`src/rtl/multicycle_ctrl_pkg.sv`:
```
// Shared definitions for the multi-cycle MIPS-subset control unit.
// Holds opcode constants, FSM state encodings, and the datapath control
// encodings (ALU op class, immediate ALU op, ALU B source, PC source).
package multicycle_ctrl_pkg;

  localparam logic [5:0] OP_RTYPE = 6'h00;
  localparam logic [5:0] OP_J     = 6'h02;
  localparam logic [5:0] OP_BEQ   = 6'h04;
  localparam logic [5:0] OP_BNE   = 6'h05;
  localparam logic [5:0] OP_ADDI  = 6'h08;
  localparam logic [5:0] OP_SLTI  = 6'h0A;
  localparam logic [5:0] OP_ANDI  = 6'h0C;
  localparam logic [5:0] OP_ORI   = 6'h0D;
  localparam logic [5:0] OP_LW    = 6'h23;
  localparam logic [5:0] OP_SW    = 6'h2B;

  typedef enum logic [3:0] {
    ST_IDLE     = 4'd0,
    ST_FETCH    = 4'd1,
    ST_DECODE   = 4'd2,
    ST_EXEC_R   = 4'd3,
    ST_R_WB     = 4'd4,
    ST_EXEC_I   = 4'd5,
    ST_I_WB     = 4'd6,
    ST_MEM_ADDR = 4'd7,
    ST_MEM_RD   = 4'd8,
    ST_MEM_WB   = 4'd9,
    ST_MEM_WR   = 4'd10,
    ST_BRANCH   = 4'd11,
    ST_JUMP     = 4'd12
  } state_t;

  typedef enum logic [1:0] {
    ALU_ADD   = 2'd0,
    ALU_SUB   = 2'd1,
    ALU_FUNCT = 2'd2,
    ALU_IMM   = 2'd3
  } alu_op_t;

  typedef enum logic [1:0] {
    IMM_ADD = 2'd0,
    IMM_SLT = 2'd1,
    IMM_OR  = 2'd2,
    IMM_AND = 2'd3
  } imm_op_t;

  typedef enum logic [1:0] {
    SRCB_RT      = 2'd0,
    SRCB_FOUR    = 2'd1,
    SRCB_IMM     = 2'd2,
    SRCB_IMM_SL2 = 2'd3
  } src_b_t;

  typedef enum logic [1:0] {
    PCSRC_ALU    = 2'd0,
    PCSRC_ALUOUT = 2'd1,
    PCSRC_JUMP   = 2'd2,
    PCSRC_RSVD   = 2'd3
  } pc_src_t;

endpackage

```
`src/rtl/multicycle_ctrl_decode.sv`:
```
// Combinational opcode decoder used in the DECODE state.
// Ports:
//   opcode_i     - instruction opcode field
//   next_state_o - dispatch state for this opcode (FETCH when illegal)
//   sign_ext_o   - 1 = sign-extend immediate, 0 = zero-extend (andi/ori)
//   imm_op_o     - immediate ALU operation for I-type arithmetic/logic
//   illegal_o    - opcode is not supported
module multicycle_ctrl_decode
  import multicycle_ctrl_pkg::*;
#(
  parameter int OP_W = 6
) (
  input  logic [OP_W-1:0] opcode_i,
  output state_t          next_state_o,
  output logic            sign_ext_o,
  output imm_op_t         imm_op_o,
  output logic            illegal_o
);

  always_comb begin
    next_state_o = ST_FETCH;
    sign_ext_o   = 1'b1;
    imm_op_o     = IMM_ADD;
    illegal_o    = 1'b0;
    case (opcode_i)
      OP_RTYPE:     next_state_o = ST_EXEC_R;
      OP_LW, OP_SW: next_state_o = ST_MEM_ADDR;
      OP_ADDI:      next_state_o = ST_EXEC_I;
      OP_SLTI: begin
        next_state_o = ST_EXEC_I;
        imm_op_o     = IMM_SLT;
      end
      OP_ANDI: begin
        next_state_o = ST_EXEC_I;
        sign_ext_o   = 1'b0;
        imm_op_o     = IMM_AND;
      end
      OP_ORI: begin
        next_state_o = ST_EXEC_I;
        sign_ext_o   = 1'b0;
        imm_op_o     = IMM_OR;
      end
      OP_BEQ, OP_BNE: next_state_o = ST_BRANCH;
      OP_J:           next_state_o = ST_JUMP;
      // Unsupported opcode: runs as a NOP, the PC was already advanced in FETCH.
      default:        illegal_o    = 1'b1;
    endcase
  end

endmodule

```
`src/rtl/multicycle_ctrl.sv`:
```
// Multi-cycle control FSM for the MIPS-subset CPU. Sequences
// fetch/decode/execute/memory/writeback over the shared ALU, register file
// and unified memory.
// Ports:
//   clk_i, rst_i           - clock (rising edge), async active-high reset
//   opcode_i               - IR[31:26], sampled in DECODE
//   zero_i                 - ALU zero flag, sampled in BRANCH
//   mem_ready_i            - memory access completes in the cycle it is high
//   pc_write_o..pc_src_o   - datapath mux selects and enables
//   illegal_o              - one-cycle pulse on an unsupported opcode
//   state_o                - current state, for debug
module multicycle_ctrl
  import multicycle_ctrl_pkg::*;
#(
  parameter int OP_W = 6,
  parameter int ST_W = 4
) (
  input  logic            clk_i,
  input  logic            rst_i,
  input  logic [OP_W-1:0] opcode_i,
  input  logic            zero_i,
  input  logic            mem_ready_i,
  output logic            pc_write_o,
  output logic            ir_write_o,
  output logic            mem_read_o,
  output logic            mem_write_o,
  output logic            iord_o,
  output logic            reg_write_o,
  output logic            reg_dst_o,
  output logic            mem_to_reg_o,
  output logic            alu_src_a_o,
  output logic [1:0]      alu_src_b_o,
  output logic [1:0]      alu_op_o,
  output logic [1:0]      imm_op_o,
  output logic            sign_ext_sel_o,
  output logic [1:0]      pc_src_o,
  output logic            illegal_o,
  output logic [ST_W-1:0] state_o
);

  state_t          r_state;
  logic [OP_W-1:0] r_opcode;
  logic            r_sign_ext;
  imm_op_t         r_imm_op;

  state_t          w_dec_next;
  logic            w_dec_sext;
  imm_op_t         w_dec_imm;
  logic            w_dec_illegal;

  multicycle_ctrl_decode #(
    .OP_W (OP_W)
  ) u_decode (
    .opcode_i     (opcode_i),
    .next_state_o (w_dec_next),
    .sign_ext_o   (w_dec_sext),
    .imm_op_o     (w_dec_imm),
    .illegal_o    (w_dec_illegal)
  );

  always_ff @(posedge clk_i or posedge rst_i) begin
    if (rst_i) begin
      r_state    <= ST_IDLE;
      r_opcode   <= '0;
      r_sign_ext <= 1'b0;
      r_imm_op   <= IMM_ADD;
    end else begin
      case (r_state)
        ST_IDLE:   r_state <= ST_FETCH;
        ST_FETCH:  if (mem_ready_i) r_state <= ST_DECODE;
        ST_DECODE: begin
          r_opcode   <= opcode_i;
          r_sign_ext <= w_dec_sext;
          r_imm_op   <= w_dec_imm;
          r_state    <= w_dec_next;
        end
        ST_EXEC_R:   r_state <= ST_R_WB;
        ST_R_WB:     r_state <= ST_FETCH;
        ST_EXEC_I:   r_state <= ST_I_WB;
        ST_I_WB:     r_state <= ST_FETCH;
        ST_MEM_ADDR: r_state <= (r_opcode == OP_SW) ? ST_MEM_WR : ST_MEM_RD;
        ST_MEM_RD:   if (mem_ready_i) r_state <= ST_MEM_WB;
        ST_MEM_WB:   r_state <= ST_FETCH;
        ST_MEM_WR:   if (mem_ready_i) r_state <= ST_FETCH;
        ST_BRANCH:   r_state <= ST_FETCH;
        ST_JUMP:     r_state <= ST_FETCH;
        default:     r_state <= ST_IDLE;
      endcase
    end
  end

  always_comb begin
    pc_write_o     = 1'b0;
    ir_write_o     = 1'b0;
    mem_read_o     = 1'b0;
    mem_write_o    = 1'b0;
    iord_o         = 1'b0;
    reg_write_o    = 1'b0;
    reg_dst_o      = 1'b0;
    mem_to_reg_o   = 1'b0;
    alu_src_a_o    = 1'b0;
    alu_src_b_o    = SRCB_RT;
    alu_op_o       = ALU_ADD;
    pc_src_o       = PCSRC_ALU;
    illegal_o      = 1'b0;
    // The extension registers keep their last DECODE value; mask them in IDLE
    // so that state presents all-zero outputs.
    sign_ext_sel_o = (r_state != ST_IDLE) ? r_sign_ext : 1'b0;
    imm_op_o       = (r_state != ST_IDLE) ? r_imm_op : IMM_ADD;
    state_o        = ST_W'(r_state);
    case (r_state)
      ST_FETCH: begin
        mem_read_o  = 1'b1;
        alu_src_b_o = SRCB_FOUR;
        ir_write_o  = mem_ready_i;
        pc_write_o  = mem_ready_i;
      end
      ST_DECODE: begin
        alu_src_b_o = SRCB_IMM_SL2;
        illegal_o   = w_dec_illegal;
      end
      ST_EXEC_R: begin
        alu_src_a_o = 1'b1;
        alu_op_o    = ALU_FUNCT;
      end
      ST_R_WB: begin
        reg_write_o = 1'b1;
        reg_dst_o   = 1'b1;
      end
      ST_EXEC_I: begin
        alu_src_a_o = 1'b1;
        alu_src_b_o = SRCB_IMM;
        alu_op_o    = ALU_IMM;
      end
      ST_I_WB:     reg_write_o = 1'b1;
      ST_MEM_ADDR: begin
        alu_src_a_o = 1'b1;
        alu_src_b_o = SRCB_IMM;
      end
      ST_MEM_RD: begin
        mem_read_o = 1'b1;
        iord_o     = 1'b1;
      end
      ST_MEM_WB: begin
        reg_write_o  = 1'b1;
        mem_to_reg_o = 1'b1;
      end
      ST_MEM_WR: begin
        mem_write_o = 1'b1;
        iord_o      = 1'b1;
      end
      ST_BRANCH: begin
        alu_src_a_o = 1'b1;
        alu_op_o    = ALU_SUB;
        pc_src_o    = PCSRC_ALUOUT;
        pc_write_o  = (r_opcode == OP_BNE) ? ~zero_i : zero_i;
      end
      ST_JUMP: begin
        pc_src_o   = PCSRC_JUMP;
        pc_write_o = 1'b1;
      end
      default: ;
    endcase
  end

endmodule

```
`config.mk`:
```
export PLATFORM = sky130hd
export DESIGN_NAME = multicycle_ctrl
export DESIGN_NICKNAME = d
export VERILOG_FILES = /design/src/rtl/multicycle_ctrl_pkg.sv /design/src/rtl/multicycle_ctrl_decode.sv /design/src/rtl/multicycle_ctrl.sv
export SDC_FILE = /design/constraint.sdc
export NUM_CORES = 1
export LEC_CHECK = 0
export CORE_AREA = 2 2 48 50
export DETAILED_ROUTE_END_ITERATION = 6
export DIE_AREA = 0 0 50 52
export GPL_ROUTABILITY_DRIVEN = 0
export GPL_TIMING_DRIVEN = 0
export PLACE_DENSITY = 0.8
export SETUP_SLACK_MARGIN = 0.5
export SYNTH_ARGS = -nofsm -noshare
export SYNTH_HDL_FRONTEND = slang
export SYNTH_SLANG_ARGS = --single-unit
```
`constraint.sdc`:
```
create_clock -name clk_i -period 2.4 [get_ports clk_i]
set_input_delay 0.24 -clock clk_i [delete_from_list [all_inputs] [get_ports clk_i]]
set_output_delay 0.24 -clock clk_i [all_outputs]
set_load 0.02 [all_outputs]
```
* Yosys cells after proc, flatten, opt, wreduce, memory -nomap -nowiden *
Cells that the tools add are included.

cells by class
  eq/ne operators = 26
  mux-type cells = 25
  bitwise operators = 1
  reduce and logical (&&, ||, !) cells = 15

operators with widths
  kind                                                  number
  one-hot mux 4 bit (8 select lines)                    1
  equality test 6 x 4 -> 1 bit (second input constant)  4
  equality test 4 bit (second input constant)           5
  one-hot mux 4 bit (5 select lines)                    1
  equality test 6 x 3 -> 1 bit (second input constant)  3
  equality test 6 bit (second input constant)           3
  one-hot mux 2 bit (3 select lines)                    3
  equality test 4 x 3 -> 1 bit (second input constant)  4
  2-to-1 mux 1 bit                                      13
  2-to-1 mux 4 bit                                      3
  OR reduction 2 bit                                    6
  OR reduction 10 bit                                   1
  equality test 4 x 2 -> 1 bit (second input constant)  2
  OR reduction 4 bit                                    2
  equality test 6 x 2 -> 1 bit (second input constant)  1
  logical NOT 6 bit                                     1
  inequality test 2 bit (second input constant)         3
  OR reduction 6 bit                                    1
  equality test 4 x 1 -> 1 bit (second input constant)  1
  logical NOT 4 bit                                     1
  2-to-1 mux 2 bit                                      2
  one-hot mux 2 bit (2 select lines)                    1
  nonzero test 4 bit                                    1
  one-hot mux 1 bit (3 select lines)                    1
  3 further kinds                                       3

word-level totals
  register bits = 13
  input bits = 10
  output and inout bits = 23
  word-level logic and storage cells = 71

* Longest topological paths before layout *
Gate-level depths: netlist (run 1).

  depth in word-level cells = 4
  depth in mapped cells = 6

* By module *
A second synthesis (run 1) with hierarchy kept.

second synthesis, totals
  cell total of the unflattened synthesis = 115
  area, all modules = 994.7 µm²

modules (own cells, without submodules)
  module                  instances  cells each  area each (µm²)
  multicycle_ctrl         1          92          849.6
  multicycle_ctrl_decode  1          23          145.1

* Worst setup path before layout (run 1) *
OpenSTA, ideal clock, no wires.

  path type = flip-flop to output port
  start = register r_state[0], in the netlist state_o[0]
  end = output port pc_write_o
  data arrival time = 1.951 ns
  slack = 0.209 ns
  stages on the path, launching flop included = 5
  cells stage by stage = dfrtp_1 -> buf_2 -> nand2b_1 -> nor4b_1 -> a211o_1

on the way
  longest elaborated chain between the ends = 2

ends and longest elaborated chain
  element                                                              RTL line                source
  start, declared                                                      multicycle_ctrl.sv:41   state_t r_state;
  start signal, assigned                                               multicycle_ctrl.sv:75   r_state <= w_dec_next;
  start signal, assigned                                               multicycle_ctrl.sv:81   ST_MEM_ADDR: r_state <= (r_opcode == OP_SW) ? ST_MEM_WR : ST_MEM_RD;
  equality test 4 bit or equality test 4 x 1 -> 1 bit (tied branches)  multicycle_ctrl.sv:111  case (r_state)
  one-hot mux 1 bit (3 select lines) (*)                               multicycle_ctrl.sv:111
  end, declared                                                        multicycle_ctrl.sv:23   output logic pc_write_o,

Every way passes the cells marked *; elsewhere a longest branch is shown, timed or not.

* Final worst setup path (run 1) *
  start = register r_state[2], in the netlist state_o[2]
  end = output port illegal_o

on the way
  longest elaborated chain between the ends = 2

ends and longest elaborated chain
  element                       RTL line                source
  equality test 4 x 2 -> 1 bit  multicycle_ctrl.sv:111
  2-to-1 mux 1 bit              multicycle_ctrl.sv:111
  end, declared                 multicycle_ctrl.sv:37   output logic illegal_o,

No other way between the ends.

==> out/qor.tcl, run 1 <==
set qor(diodes) 0
set qor(average_footprint_of_a_synthesized_cell_um2) 7.56
set qor(synth_async_sr_flop_share_pct) 100
set qor(synth_enable_flop_cells) 0
set qor(die-height_um) 52
set qor(timing.setup.tns_ns) 0
set qor(maximum_vdd_ir_drop_mv) 0.807
set qor(hold_path_class) {primary input to asynchronous set/reset pin}
set qor(insertion_delay_ns) 0.28
set qor(yosysWarningCount) 0
set qor(critical_path.cell_chain) {buf_6 -> or4b_4 -> buf_8 -> nor2_4 -> buf_6}
set qor(final-max-slew-violation-count) 0
set qor(drive_gt1_share_pct) 21.9
set qor(tightestPinTransition_ns) 0.675
set qor(yosys_most_used_dff) {dfrtp_1}
set qor(die_x_um) 50
set qor(synth.largest_area_cell) {dfrtp_1}
set qor(run_status) {finished clean}
set qor(synth_cells) 122
set qor(placeableCoreArea_mm2) 0.00211
set qor(post_drt_via_cell_ratio) 5.26
set qor(crit_path_start_kind) {flop}
set qor(crit_start) {state_o[2]$_DFFE_PP0P_}
set qor(worst_path_maximum_fanout) 6
set qor(core.rowCount) 17
set qor(synth_most_common_cell) {nand2_1}
set qor(remaining_drc_errors) 0
set qor(path_buf_inv) 3
set qor(type_of_the_setup_path_with_the_least_slack) {flop to output pin}
set qor(synth.ff_latch_count) 13
set qor(crit_required_ns) 2.16
set qor(netlist_area_um2) 922
set qor(globalRoute.busiestLayer) {met2}
set qor(boundaryPins) 33
set qor(grt_start_max_net_pins) 14
set qor(cp.arrival_ns) 1.70
set qor(count_of_endpoints_failing_hold_in_the_final_timing_report) 0
set qor(placement.cell_area_mm2) 0.00128
set qor(timing.slew.headroom_pct) 54.6
set qor(die-area_mm2) 0.00260
set qor(synth-seq-area-share_pct) 35.3
set qor(effective_utilization_at_floorplan_pct) 43.8
set qor(unrepaired_setup_endpoints_after_global_routing) {yes}
set qor(maxCapViolCount) 0
set qor(clk_root_buffer_cell) {clkbuf_4}
set qor(grt_util_met1_pct) 23.7
set qor(family_with_the_most_delay_on_the_worst_path) {simple AND/OR/NAND/NOR gates}
set qor(grt_pass1_vias) 912
set qor(maxClockFrequency_mhz) 516
set qor(detailedRoute.firstPassIterationCount) 4
set qor(cellPowerDensity_mw_per_mm2) 1150
set qor(cellLeakagePower_nw) 0.617
set qor(global_route.usage.met3_pct) 2.30
set qor(cp-end-kind) {output pin}
set qor(overflow) 0
set qor(grt.total_usage_pct) 19.5
set qor(total_cts_buffers) 3
set qor(first_drt_iteration_drcs) 11
set qor(dp_hpwl_mm) 1.77
set qor(timing.critical_path.slowest_stage_cell) {or4b_4}
set qor(final_design_area_no_fill_mm2) 0.00137
set qor(postRouteWirelength_mm) 2.38
set qor(fin_crit_sh_pct) 80.7
set qor(tritoncts_clock_tree) {built}
set qor(synth.distinct_cells) 35
set qor(timing.clock.skew_ns) 0.00232
set qor(drt.antenna.violating_nets) 0
set qor(synthesis.nets) 132
set qor(vias) 988
set qor(routed_wire_length_per_instance_um) 12.6
set qor(critical-path-top-cell-by-count) {buf_6}
set qor(cts_buffer_depth) 2
set qor(groute.layer.met2.usage_pct) 33.8
set qor(yosys.area.top_type_share_pct) 35.3
set qor(period_needed_ns) 1.94
set qor(port_buffers) 31
set qor(rr_startpoint) {state_o[2]$_DFFE_PP0P_}
set qor(report.final.setup_viol) 0
set qor(layout-area-overhead-vs-synth_pct) 48.6
set qor(grt_first_pass_wirelength_mm) 3.88
set qor(final_net_count) 171
set qor(critical-path-max-stage-delay_ns) 0.56
set qor(h-tree-depth) 1
set qor(synth_top_cells_by_area) {dfrtp_1 (35%), nand2_1 (11%), nor2_1 (5.7%), nor3_1 (4.9%), nor2b_1 (4.1%)}
set qor(numClockSinks) 13
set qor(ys_top_cells_by_count) {nand2_1 (26), nor2_1 (14), dfrtp_1 (13), nor3_1 (9)}
set qor(cts.reportedPaths.clkPinSlew_ns) 0.08
set qor(initial_antenna_violation_count) 0
-- path summary, 6_finish.rpt --
check,cells after the start,end,slack [ns]
min in group clk_i,3,r_opcode[5]$_DFFE_PP0P_,0.32
max in group asynchronous,2,state_o[1]$_DFFE_PP0P_,1.76
max reg2reg,5,r_sign_ext$_DFFE_PP0P_,0.65
max,5,illegal_o,0.46
min reg2reg,2,r_imm_op[1]$_DFFE_PP0P_,0.49
min,2,r_sign_ext$_DFFE_PP0P_,0.28
-- area by class of cell --
type	count	area, µm²
fill	197	736
inverter	4	18.8
multi-input combinational	97	598
timing repair buffer	34	293
tap	28	35.0
clock buffer	4	26.3
sequential	13	327
buffer	8	72.6
-- state kept, by name, summed over array words and instances (netlist names) --
name,cells
state_o,4
r_imm_op,2
r_sign_ext,1
r_opcode,6
-- power by group --
part	switching (mW)	internal, mW
clock network	0.0720	0.0646
registers	0.0870	0.317
logic	0.582	0.460
-- through the flow --
step,utilization [%],setup slack [ns],hold slack (ns),power (mW),instances
3_3_place_gp,60.6,0.0437,0.466,1.38,181
2_1_floorplan,-,0.523,0.117,1.01,122
6_report,65.1,0.462,0.278,1.58,188
5_1_grt,65.1,0.422,0.305,1.71,188
4_1_cts,63.0,0.323,0.291,1.52,185
3_5_place_dp,60.6,0.0460,0.470,1.40,181
-- cell usage in the layout, fill, tap and decap left out, drive strengths merged, types with 5 or more instances in the layout --
master / n
nand2: 27
nor2: 15
clkbuf: 15
dfrtp: 13
clkdlybuf4s50: 12
nor3: 9
buf: 8
nor2b: 6
dlygate4sd2: 6
a21oi: 5
clkdlybuf4s15: 5
-- metal layers --
metal  part of all wire, %  vias up
met5                     0        -
met4                   1.8        0
met3                   4.6        5
met2                    48       36
met1                    46      450
li1                      -      497
-- logic make-up after synthesis --
group / count (synthesis) / synth area share, %
AOI/OAI and AO/OA: 22 / 16.6
buffers and inverters: 12 / 5.83
xor gates and xnor gates: 4 / 3.80
and+or+nand+nor: 71 / 38.5
DFF: 13 / 35.3
-- repair_timing --
item	in CTS	in global routing
setup buffers	0	3
hold buffers	0	0
gates resized for setup	51	25
pin swaps	2	2
setup endpoints to repair	19	14
(Power assumes the default switching activity.)
==> run 2, diff against run 1 <==
--- a/config.mk
+++ b/config.mk
@@ -5,12 +5,12 @@
 export SDC_FILE = /design/constraint.sdc
 export NUM_CORES = 1
 export LEC_CHECK = 0
-export CORE_AREA = 2 2 48 50
+export CORE_AREA = 2 2 49 51
 export DETAILED_ROUTE_END_ITERATION = 6
-export DIE_AREA = 0 0 50 52
+export DIE_AREA = 0 0 51 53
 export GPL_ROUTABILITY_DRIVEN = 0
 export GPL_TIMING_DRIVEN = 0
-export PLACE_DENSITY = 0.8
+export PLACE_DENSITY = 0.77
 export SETUP_SLACK_MARGIN = 0.5
 export SYNTH_ARGS = -nofsm -noshare
 export SYNTH_HDL_FRONTEND = slang
==> constraint.sdc (replaced) <==
create_clock -name clk_i -period 1.9 [get_ports clk_i]
set_input_delay 0.19 -clock clk_i [delete_from_list [all_inputs] [get_ports clk_i]]
set_output_delay 0.19 -clock clk_i [all_outputs]
set_load 0.02 [all_outputs]
==> run 2 against run 1 <==
- the run now ends with negative setup slack left
- critical path depth stayed put
- core utilization increased by 23 points
- sequential cell count did not move
- clock-buffer cell count unchanged
- sequential share of layout area is 6.5 points lower
- clock power is 32% higher
==> out/qor.tcl, run 2 (synthesized netlist as in run 1, its figures left out) <==
set qor(run_status) {finished, violations left} ;# was finished clean
set qor(violations) {negative setup slack}
set qor(final.setup.worst_slack_ns) -0.0210 ;# was 0.462 ns
set qor(cp.arrival_ns) 1.73 ;# was 1.70 ns
set qor(finalPower_mw) 2.96 ;# was 1.58 mW
set qor(clk_root_buffer_cell) {clkbuf_4} ;# unchanged
set qor(final-max-slew-violation-count) 0 ;# unchanged
set qor(cellPowerDensity_mw_per_mm2) 1560 ;# was 1150 mW/mm²
set qor(detailedRoute.firstPassIterationCount) 4 ;# unchanged
set qor(maximum_vdd_ir_drop_mv) 1.14 ;# was 0.807 mV
set qor(effective_utilization_at_floorplan_pct) 42.9 ;# was 43.8%
set qor(p_switching_mw) 1.39 ;# was 741 µW
set qor(mostFrequentLayoutCell) {buf_4} ;# was nand2_1
set qor(p_seq_share_pct) 17.4 ;# was 25.5%
set qor(grt_pass1_vias) 1114 ;# was 912
set qor(core.rowCount) 17 ;# unchanged
set qor(grt_first_pass_wirelength_mm) 5.18 ;# was 3.88 mm
set qor(fin_crit_sh_pct) 101
set qor(final_net_count) 198 ;# was 171
set qor(hold_path_class) {primary input to asynchronous set/reset pin} ;# unchanged
set qor(crit_path_start_kind) {flop} ;# unchanged
set qor(insertion_delay_ns) 0.29 ;# was 0.28 ns
set qor(first_drt_iteration_drcs) 39 ;# was 11
set qor(most_used_cells_in_the_layout_excluding_fill_and_tap_cells) {buf_4 (26), buf_6 (22), nand2_1 (21), dfrtp_1 (10), clkdlybuf4s50_1 (8)} ;# was nand2_1 (26), nor2_1 (13), clkdlybuf4s50_1 (12), dfrtp_1 (12), clkbuf_2 (8)
set qor(boundaryPins) 33 ;# unchanged
set qor(netSwitchingFraction_pct) 47.0 ;# was 46.8%
set qor(placement.cell_area_mm2) 0.00135 ;# was 0.00128 mm²
set qor(maxCapViolCount) 0 ;# unchanged
set qor(placeableCoreArea_mm2) 0.00215 ;# was 0.00211 mm²
set qor(period_needed_ns) 1.92
set qor(tightestPinTransition_ns) 0.504 ;# was 0.675 ns
set qor(cts.reportedPaths.clkPinSlew_ns) 0.08 ;# about the same
set qor(layout-area-overhead-vs-synth_pct) 106 ;# was 48.6%
set qor(register_bank_with_the_most_flops) {r_opcode} ;# unchanged
set qor(cp-end-kind) {output pin} ;# unchanged
set qor(vias) 1255 ;# was 988
set qor(routed_wire_length_per_instance_um) 20.3 ;# was 12.6 µm
set qor(drive_gt1_share_pct) 52.9 ;# was 21.9%
set qor(type_of_the_setup_path_with_the_least_slack) {flop to output pin} ;# unchanged
set qor(intPower_mw) 1.57 ;# was 841 µW
set qor(post_drt_via_cell_ratio) 5.84 ;# was 5.26
set qor(grt_start_max_net_pins) 14 ;# unchanged
set qor(dp_hpwl_mm) 1.84 ;# was 1.77 mm
set qor(worst_path_maximum_fanout) 7 ;# was 6
set qor(largest_register_ff_count) 6 ;# unchanged
set qor(drt.antenna.violating_nets) 0 ;# unchanged
set qor(port_buffers) 31 ;# unchanged
set qor(total_cts_buffers) 3 ;# unchanged
set qor(maxClockFrequency_mhz) 521
set qor(timing.clock.skew_ns) 0.00143 ;# was 0.00232 ns
set qor(remaining_drc_errors) 0 ;# unchanged
set qor(cellLeakagePower_nw) 0.848 ;# was 0.617 nW
set qor(final_design_area_no_fill_mm2) 0.00190 ;# was 0.00137 mm²
set qor(count_of_endpoints_failing_hold_in_the_final_timing_report) 0 ;# unchanged
set qor(utilization_pct) 88.4 ;# was 65.1%
set qor(grt.total_usage_pct) 25.9 ;# was 19.5%
set qor(postRouteWirelength_mm) 4.37 ;# was 2.38 mm
set qor(diodes) 0 ;# unchanged
set qor(comb_power_share_pct) 76.4 ;# was 65.9%
set qor(timing.slew.headroom_pct) 66.4 ;# was 54.6%
set qor(tritoncts_clock_tree) {built} ;# unchanged
set qor(unrepaired_setup_endpoints_after_global_routing) {yes} ;# unchanged
set qor(die-area_mm2) 0.00270 ;# was 0.00260 mm²
set qor(cts_buffer_depth) 2 ;# unchanged
set qor(die-height_um) 53 ;# was 52 µm
set qor(die_x_um) 51 ;# was 50 µm
set qor(numClockSinks) 13 ;# unchanged
set qor(crit_required_ns) 1.71 ;# was 2.16 ns
set qor(pwr-share-clk_pct) 6.1 ;# was 8.6%
set qor(initial_antenna_violation_count) 0 ;# unchanged
set qor(h-tree-depth) 1 ;# unchanged
set qor(overflow) 0 ;# unchanged
set qor(report.final.setup_viol) 2 ;# was 0
==> run 2: cell types whose count changed in the layout (fill, tap and decap cells not counted), sizes merged <==
cell,change
buf,+43
clkbuf,-5
clkdlybuf4s15,-5
clkdlybuf4s50,-4
dlygate4sd2,-2
clkinvlp,-1
inv,+1
==> run 2: repair_timing <==
item,in CTS,in global routing
hold buffers,0,0
setup buffers,17,12
gates cloned,1,0
pin swaps,14,10
hold endpoints to repair,0,0
endpoints found under the setup margin,36,32
resized for setup,134,41
==> run 2: power groups by stage <==
| stage | logic (mW) | clock network, mW | registers, mW |
|---|---|---|---|
| global route | 2.37 | 0.188 | 0.529 |
| floorplan | 0.856 | 0 | 0.514 |
| finish | 2.26 | 0.181 | 0.515 |
| CTS | 1.74 | 0.166 | 0.498 |
| detailed placement | 1.37 | 0 | 0.497 |
| global placement | 1.35 | 0 | 0.491 |
==> run 2: worst paths after layout <==
path | from | endpoint | slack (ns) | depth (start not counted)
max | state_o[3]$_DFFE_PP0P_ | illegal_o | -0.02 | 5
min | rst_i | r_imm_op[1]$_DFFE_PP0P_ | 0.22 | 2
max reg2reg | state_o[3]$_DFFE_PP0P_ | r_sign_ext$_DFFE_PP0P_ | -0.01 | 6
min reg2reg | r_sign_ext$_DFFE_PP0P_ | r_sign_ext$_DFFE_PP0P_ | 0.53 | 1
max in group asynchronous | rst_i | state_o[3]$_DFFE_PP0P_ | 1.32 | 2
min in group clk_i | opcode_i[5] | r_opcode[5]$_DFFE_PP0P_ | 0.34 | 3
==> run 2: worst max-delay path, stage by stage (launching register included) <==
cell and delay (ns):
dfrtp_2 0.41, clkbuf_8 0.17, or4b_4 0.51, clkbuf_16 0.17, nor2_4 0.07, buf_6 0.12
==> run 2: final cells by class <==
| cell class | instances | area (µm²) |
|---|---|---|
| Timing Repair Buffer | 61 | 561 |
| Sequential cell | 13 | 329 |
| Tap cell | 28 | 35.0 |
| Multi-Input combinational cell | 97 | 793 |
| Buffer | 8 | 129 |
| Inverter | 4 | 25.0 |
| Clock buffer | 4 | 26.3 |
| Fill cell | 93 | 250 |
==> run 2: routing by layer <==
layer	global-route usage, %	vias to the layer above	routed length, µm
met4	9.91	0	202
met5	0	-	0
li1	-	553	-
met2	48.7	86	2230
met3	3.11	21	326
met1	29.8	595	1610
==> run 2: per-stage QoR <==
stage | TNS, ns | hold slack [ns] | worst slack [ns] | cells
after floorplan | 0 | 0.0668 | 0.148 | 122
after global placement | -0.691 | 0.469 | -0.292 | 181
after detailed placement | -0.694 | 0.464 | -0.322 | 181
after CTS | 0 | 0.248 | 0.00865 | 203
after global routing | -0.356 | 0.263 | -0.0817 | 215
final | -0.0357 | 0.218 | -0.0210 | 215
==> run 3, diff against run 2 <==
--- a/config.mk
+++ b/config.mk
@@ -10,6 +10,7 @@
 export DIE_AREA = 0 0 51 53
 export GPL_ROUTABILITY_DRIVEN = 0
 export GPL_TIMING_DRIVEN = 0
+export HOLD_SLACK_MARGIN = 0.05
 export PLACE_DENSITY = 0.77
 export SETUP_SLACK_MARGIN = 0.5
 export SYNTH_ARGS = -nofsm -noshare
==> constraint.sdc (replaced) <==
create_clock -name clk_i -period 2.2 [get_ports clk_i]
set_input_delay 0.55 -clock clk_i [delete_from_list [all_inputs] [get_ports clk_i]]
set_output_delay 0.55 -clock clk_i [all_outputs]
set_load 0.02 [all_outputs]
==> run 3 against run 2 <==
- synthesized area stayed put
- the run now fails in global routing (5_1_grt)
- synthesized cell count stayed put
==> out/qor.tcl, run 3 <==
set qor(run_status) {did not finish} ;# was finished, violations left
set qor(stop_stage) {global routing (5_1_grt)}
set qor(first-error) {[ERROR DPL-0033] detailed placement checks failed during check placement.}
set qor(cts_hold_repair.buffers) 0 ;# unchanged
set qor(boundaryPins) 33 ;# unchanged
set qor(synth_async_sr_flop_share_pct) 100 ;# unchanged
set qor(h-tree-depth) 1 ;# unchanged
set qor(synth.largest_area_cell) {dfrtp_1} ;# unchanged
set qor(synthesis.nets) 132 ;# unchanged
set qor(dp_hpwl_mm) 2.01 ;# was 1.84 mm
set qor(synth-seq-area-share_pct) 35.3 ;# unchanged
set qor(grt_start_max_net_pins) 14
set qor(cts_buffer_depth) 2 ;# unchanged
set qor(yosys.area.top_type_share_pct) 35.3 ;# unchanged
set qor(yosys_most_used_dff) {dfrtp_1} ;# unchanged
set qor(die-height_um) 53 ;# unchanged
set qor(average_footprint_of_a_synthesized_cell_um2) 7.56 ;# unchanged
set qor(synth.ff_latch_count) 13 ;# unchanged
set qor(synth_cells) 122 ;# unchanged
set qor(synth_top_cells_by_area) {dfrtp_1 (35%), nand2_1 (11%), nor2_1 (5.7%), nor3_1 (4.9%), nor2b_1 (4.1%)} ;# unchanged
set qor(numClockSinks) 13 ;# unchanged
set qor(die_x_um) 51 ;# unchanged
set qor(placement.cell_area_mm2) 0.00142 ;# was 0.00135 mm²
set qor(synth.distinct_cells) 35 ;# unchanged
set qor(synth_enable_flop_cells) 0 ;# unchanged
set qor(total_cts_buffers) 3 ;# unchanged
set qor(effective_utilization_at_floorplan_pct) 42.9 ;# unchanged
set qor(worst_endpoint_kind) {output port}
set qor(yosysWarningCount) 0 ;# unchanged
set qor(initial_antenna_violation_count) 0
set qor(synth_most_common_cell) {nand2_1} ;# unchanged
set qor(clk_root_buffer_cell) {clkbuf_4} ;# unchanged
set qor(core.rowCount) 17 ;# unchanged
set qor(grt_worst_setup_endpoint) {illegal_o}
set qor(netlist_area_um2) 922 ;# unchanged
set qor(post-place-ws_ns) -0.668 ;# was -0.322 ns
set qor(ys_top_cells_by_count) {nand2_1 (26), nor2_1 (14), dfrtp_1 (13), nor3_1 (9)} ;# unchanged
set qor(port_buffers) 31 ;# unchanged
[run 3: cell counts after synthesis]
No cell type changed its count.
[run 3: cell families after synthesis]
logic type / after synthesis / synth area share (%)
xor gates and xnor gates: 4 / 3.80
buffers and inverters: 12 / 5.83
AOI/OAI and AO/OA: 22 / 16.6
DFF: 13 / 35.3
and+or+nand+nor: 71 / 38.5
[run 3: repair_timing]
item,CTS
pin swaps,16
endpoints found under the setup margin,27
cloned,2
resized for setup,168
setup buffers,22
[run 3: per-stage QoR]
| step | utilization, % | setup TNS [ns] | instances |
|---|---|---|---|
| after floorplan | - | 0 | 122 |
| after global placement | 66.2 | -2.04 | 181 |
| after detailed placement | 66.2 | -2.04 | 181 |
| after CTS | 89.9 | -0.0569 | 209 |
==> run 4, diff against run 3 <==
--- a/config.mk
+++ b/config.mk
@@ -5,14 +5,12 @@
 export SDC_FILE = /design/constraint.sdc
 export NUM_CORES = 1
 export LEC_CHECK = 0
-export CORE_AREA = 2 2 49 51
+export CORE_AREA = 2 2 63 65
 export DETAILED_ROUTE_END_ITERATION = 6
-export DIE_AREA = 0 0 51 53
+export DIE_AREA = 0 0 65 67
 export GPL_ROUTABILITY_DRIVEN = 0
 export GPL_TIMING_DRIVEN = 0
-export HOLD_SLACK_MARGIN = 0.05
-export PLACE_DENSITY = 0.77
-export SETUP_SLACK_MARGIN = 0.5
+export PLACE_DENSITY_LB_ADDON = 0.15
 export SYNTH_ARGS = -nofsm -noshare
 export SYNTH_HDL_FRONTEND = slang
 export SYNTH_SLANG_ARGS = --single-unit
==> run 4 against run 3 <==
- the run now ends clean
==> out/qor.tcl, run 4 (synthesized netlist as in run 1, its figures left out) <==
set qor(run_status) {finished clean} ;# was did not finish
set qor(initial_antenna_violation_count) 0
set qor(die-height_um) 67 ;# was 53 µm
set qor(maxClockFrequency_mhz) 463
set qor(unrepaired_setup_endpoints_after_global_routing) {yes}
set qor(effective_utilization_at_floorplan_pct) 25.6 ;# was 42.9%
set qor(postRouteWirelength_mm) 2.57
set qor(p_seq_share_pct) 24.7
set qor(cellLeakagePower_nw) 0.670
set qor(post-place-ws_ns) -0.580 ;# was -0.668 ns
set qor(final-max-slew-violation-count) 0
set qor(type_of_the_setup_path_with_the_least_slack) {flop to output pin}
set qor(place_inst) 201 ;# was 181
set qor(cts_buffer_depth) 2 ;# unchanged
set qor(vias) 971
set qor(grt_start_max_net_pins) 14
set qor(overflow) 0
set qor(filler_cell_count) 397
set qor(p_switching_uw) 820
set qor(netSwitchingFraction_pct) 44.7
set qor(placement.cell_area_mm2) 0.00130 ;# was 0.00142 mm²
set qor(placeableCoreArea_mm2) 0.00361
set qor(post_drt_via_cell_ratio) 4.62
set qor(maxCapViolCount) 0
set qor(finalPower_mw) 1.83
set qor(die_x_um) 65 ;# was 51 µm
set qor(diodes) 0
set qor(crit_required_ns) 1.65
set qor(detailedRoute.firstPassIterationCount) 4
set qor(core.rowCount) 22 ;# was 17
set qor(drive_gt1_share_pct) 21.6
set qor(numClockSinks) 13 ;# unchanged
set qor(hold_path_class) {flop to flop}
set qor(boundaryPins) 33 ;# unchanged
set qor(cellPowerDensity_mw_per_mm2) 1270
set qor(timing.setup.tns_ns) 0
set qor(grt.total_usage_pct) 12.6
set qor(timing.slew.headroom_pct) 51.4
set qor(tightestPinTransition_ns) 0.723
set qor(total_cts_buffers) 3 ;# unchanged
set qor(port_buffers) 31 ;# unchanged
set qor(tritoncts_clock_tree) {built}
set qor(pwr-share-clk_pct) 11.5
set qor(fin_crit_sh_pct) 98.1
set qor(final_net_count) 173
set qor(clk_root_buffer_cell) {clkbuf_8} ;# was clkbuf_4
set qor(h-tree-depth) 1 ;# unchanged
set qor(period_needed_ns) 2.16
set qor(final.setup.worst_slack_ns) 0.0408
set qor(final_design_area_no_fill_mm2) 0.00144
set qor(report.final.setup_viol) 0
set qor(cp.arrival_ns) 1.61
set qor(comb_power_share_pct) 63.8
set qor(dp_hpwl_mm) 1.99 ;# was 2.01 mm
set qor(layout-area-overhead-vs-synth_pct) 56.6
set qor(routed_wire_length_per_instance_um) 12.2
set qor(hold_slack_ns) 0.477
set qor(cp-end-kind) {output pin}
set qor(timing.clock.skew_ns) 0.00365
set qor(crit_path_start_kind) {flop}
set qor(drt.antenna.violating_nets) 0
set qor(insertion_delay_ns) 0.24
set qor(utilization_pct) 40.0
set qor(register_bank_with_the_most_flops) {r_opcode}
set qor(maximum_vdd_ir_drop_mv) 0.477
set qor(largest_register_ff_count) 6
set qor(intPower_mw) 1.01
set qor(cts.reportedPaths.clkPinSlew_ns) 0.06
set qor(grt_pass1_vias) 923
set qor(mostFrequentLayoutCell) {nand2_1}
set qor(first_drt_iteration_drcs) 45
set qor(most_used_cells_in_the_layout_excluding_fill_and_tap_cells) {nand2_1 (26), nor2_1 (13), dlygate4sd2_1 (12), dfrtp_1 (11)}
set qor(count_of_endpoints_failing_hold_in_the_final_timing_report) 0
set qor(die-area_mm2) 0.00436
set qor(grt_first_pass_wirelength_mm) 4.27
set qor(worst_path_maximum_fanout) 10
set qor(fin_cells) 210
set qor(cts_hold_repair.buffers) 0 ;# unchanged
set qor(remaining_drc_errors) 0
[run 4: what timing repair did]
| action | 4_1_cts | 5_1_grt |
|---|---|---|
| buffers inserted | 5 | 2 |
| pin swaps | 2 | 7 |
| gates resized for setup | 47 | 21 |
| setup endpoints to repair | 19 | 14 |
| cloned | 0 | 0 |
[run 4: critical path, stage by stage (launching register included)]
cell     delay [ns]
dfrtp_1        0.38
buf_6          0.15
or4b_4         0.59
nor2_2         0.12
buf_6          0.13
[run 4: area by class of cell]
| cell class | instances | area [µm²] | area share [%] |
|---|---|---|---|
| Timing Repair Buffer | 38 | 335 | 23.2 |
| Inverter | 4 | 15.0 | 1.04 |
| Buffer | 6 | 52.6 | 3.64 |
| Sequential cell | 13 | 328 | 22.7 |
| Multi-Input combinational cell | 97 | 608 | 42.1 |
| Clock buffer | 4 | 45.0 | 3.12 |
| Tap cell | 48 | 60.1 | 4.16 |
[run 4: worst paths after layout]
| check | cells after the start | from | to | slack, ns |
|---|---|---|---|---|
| max | 4 | state_o[2]$_DFFE_PP0P_ | illegal_o | 0.04 |
| min | 2 | r_imm_op[0]$_DFFE_PP0P_ | r_imm_op[0]$_DFFE_PP0P_ | 0.48 |
| max reg2reg | 6 | state_o[2]$_DFFE_PP0P_ | r_sign_ext$_DFFE_PP0P_ | 0.29 |
| min reg2reg | 2 | r_imm_op[0]$_DFFE_PP0P_ | r_imm_op[0]$_DFFE_PP0P_ | 0.48 |
| max in group asynchronous | 2 | rst_i | state_o[1]$_DFFE_PP0P_ | 1.21 |
| min in group asynchronous | 2 | rst_i | r_imm_op[1]$_DFFE_PP0P_ | 0.63 |
[run 4: power by group through the flow]
stage / clock network (mW) / registers [mW] / logic [mW]
floorplan: 0 / 0.438 / 0.659
global placement: 0 / 0.420 / 1.10
detailed placement: 0 / 0.427 / 1.11
CTS: 0.216 / 0.434 / 1.14
global route: 0.232 / 0.465 / 1.28
finish: 0.212 / 0.453 / 1.17
[run 4: routing by layer]
layer  vias up  GRT usage, %  wire length (µm)
met3         2          1.69               119
li1        502             -                 -
met2        26          21.5              1150
met4         0          3.19                 8
met1       441          16.6              1300
met5         -             0                 0
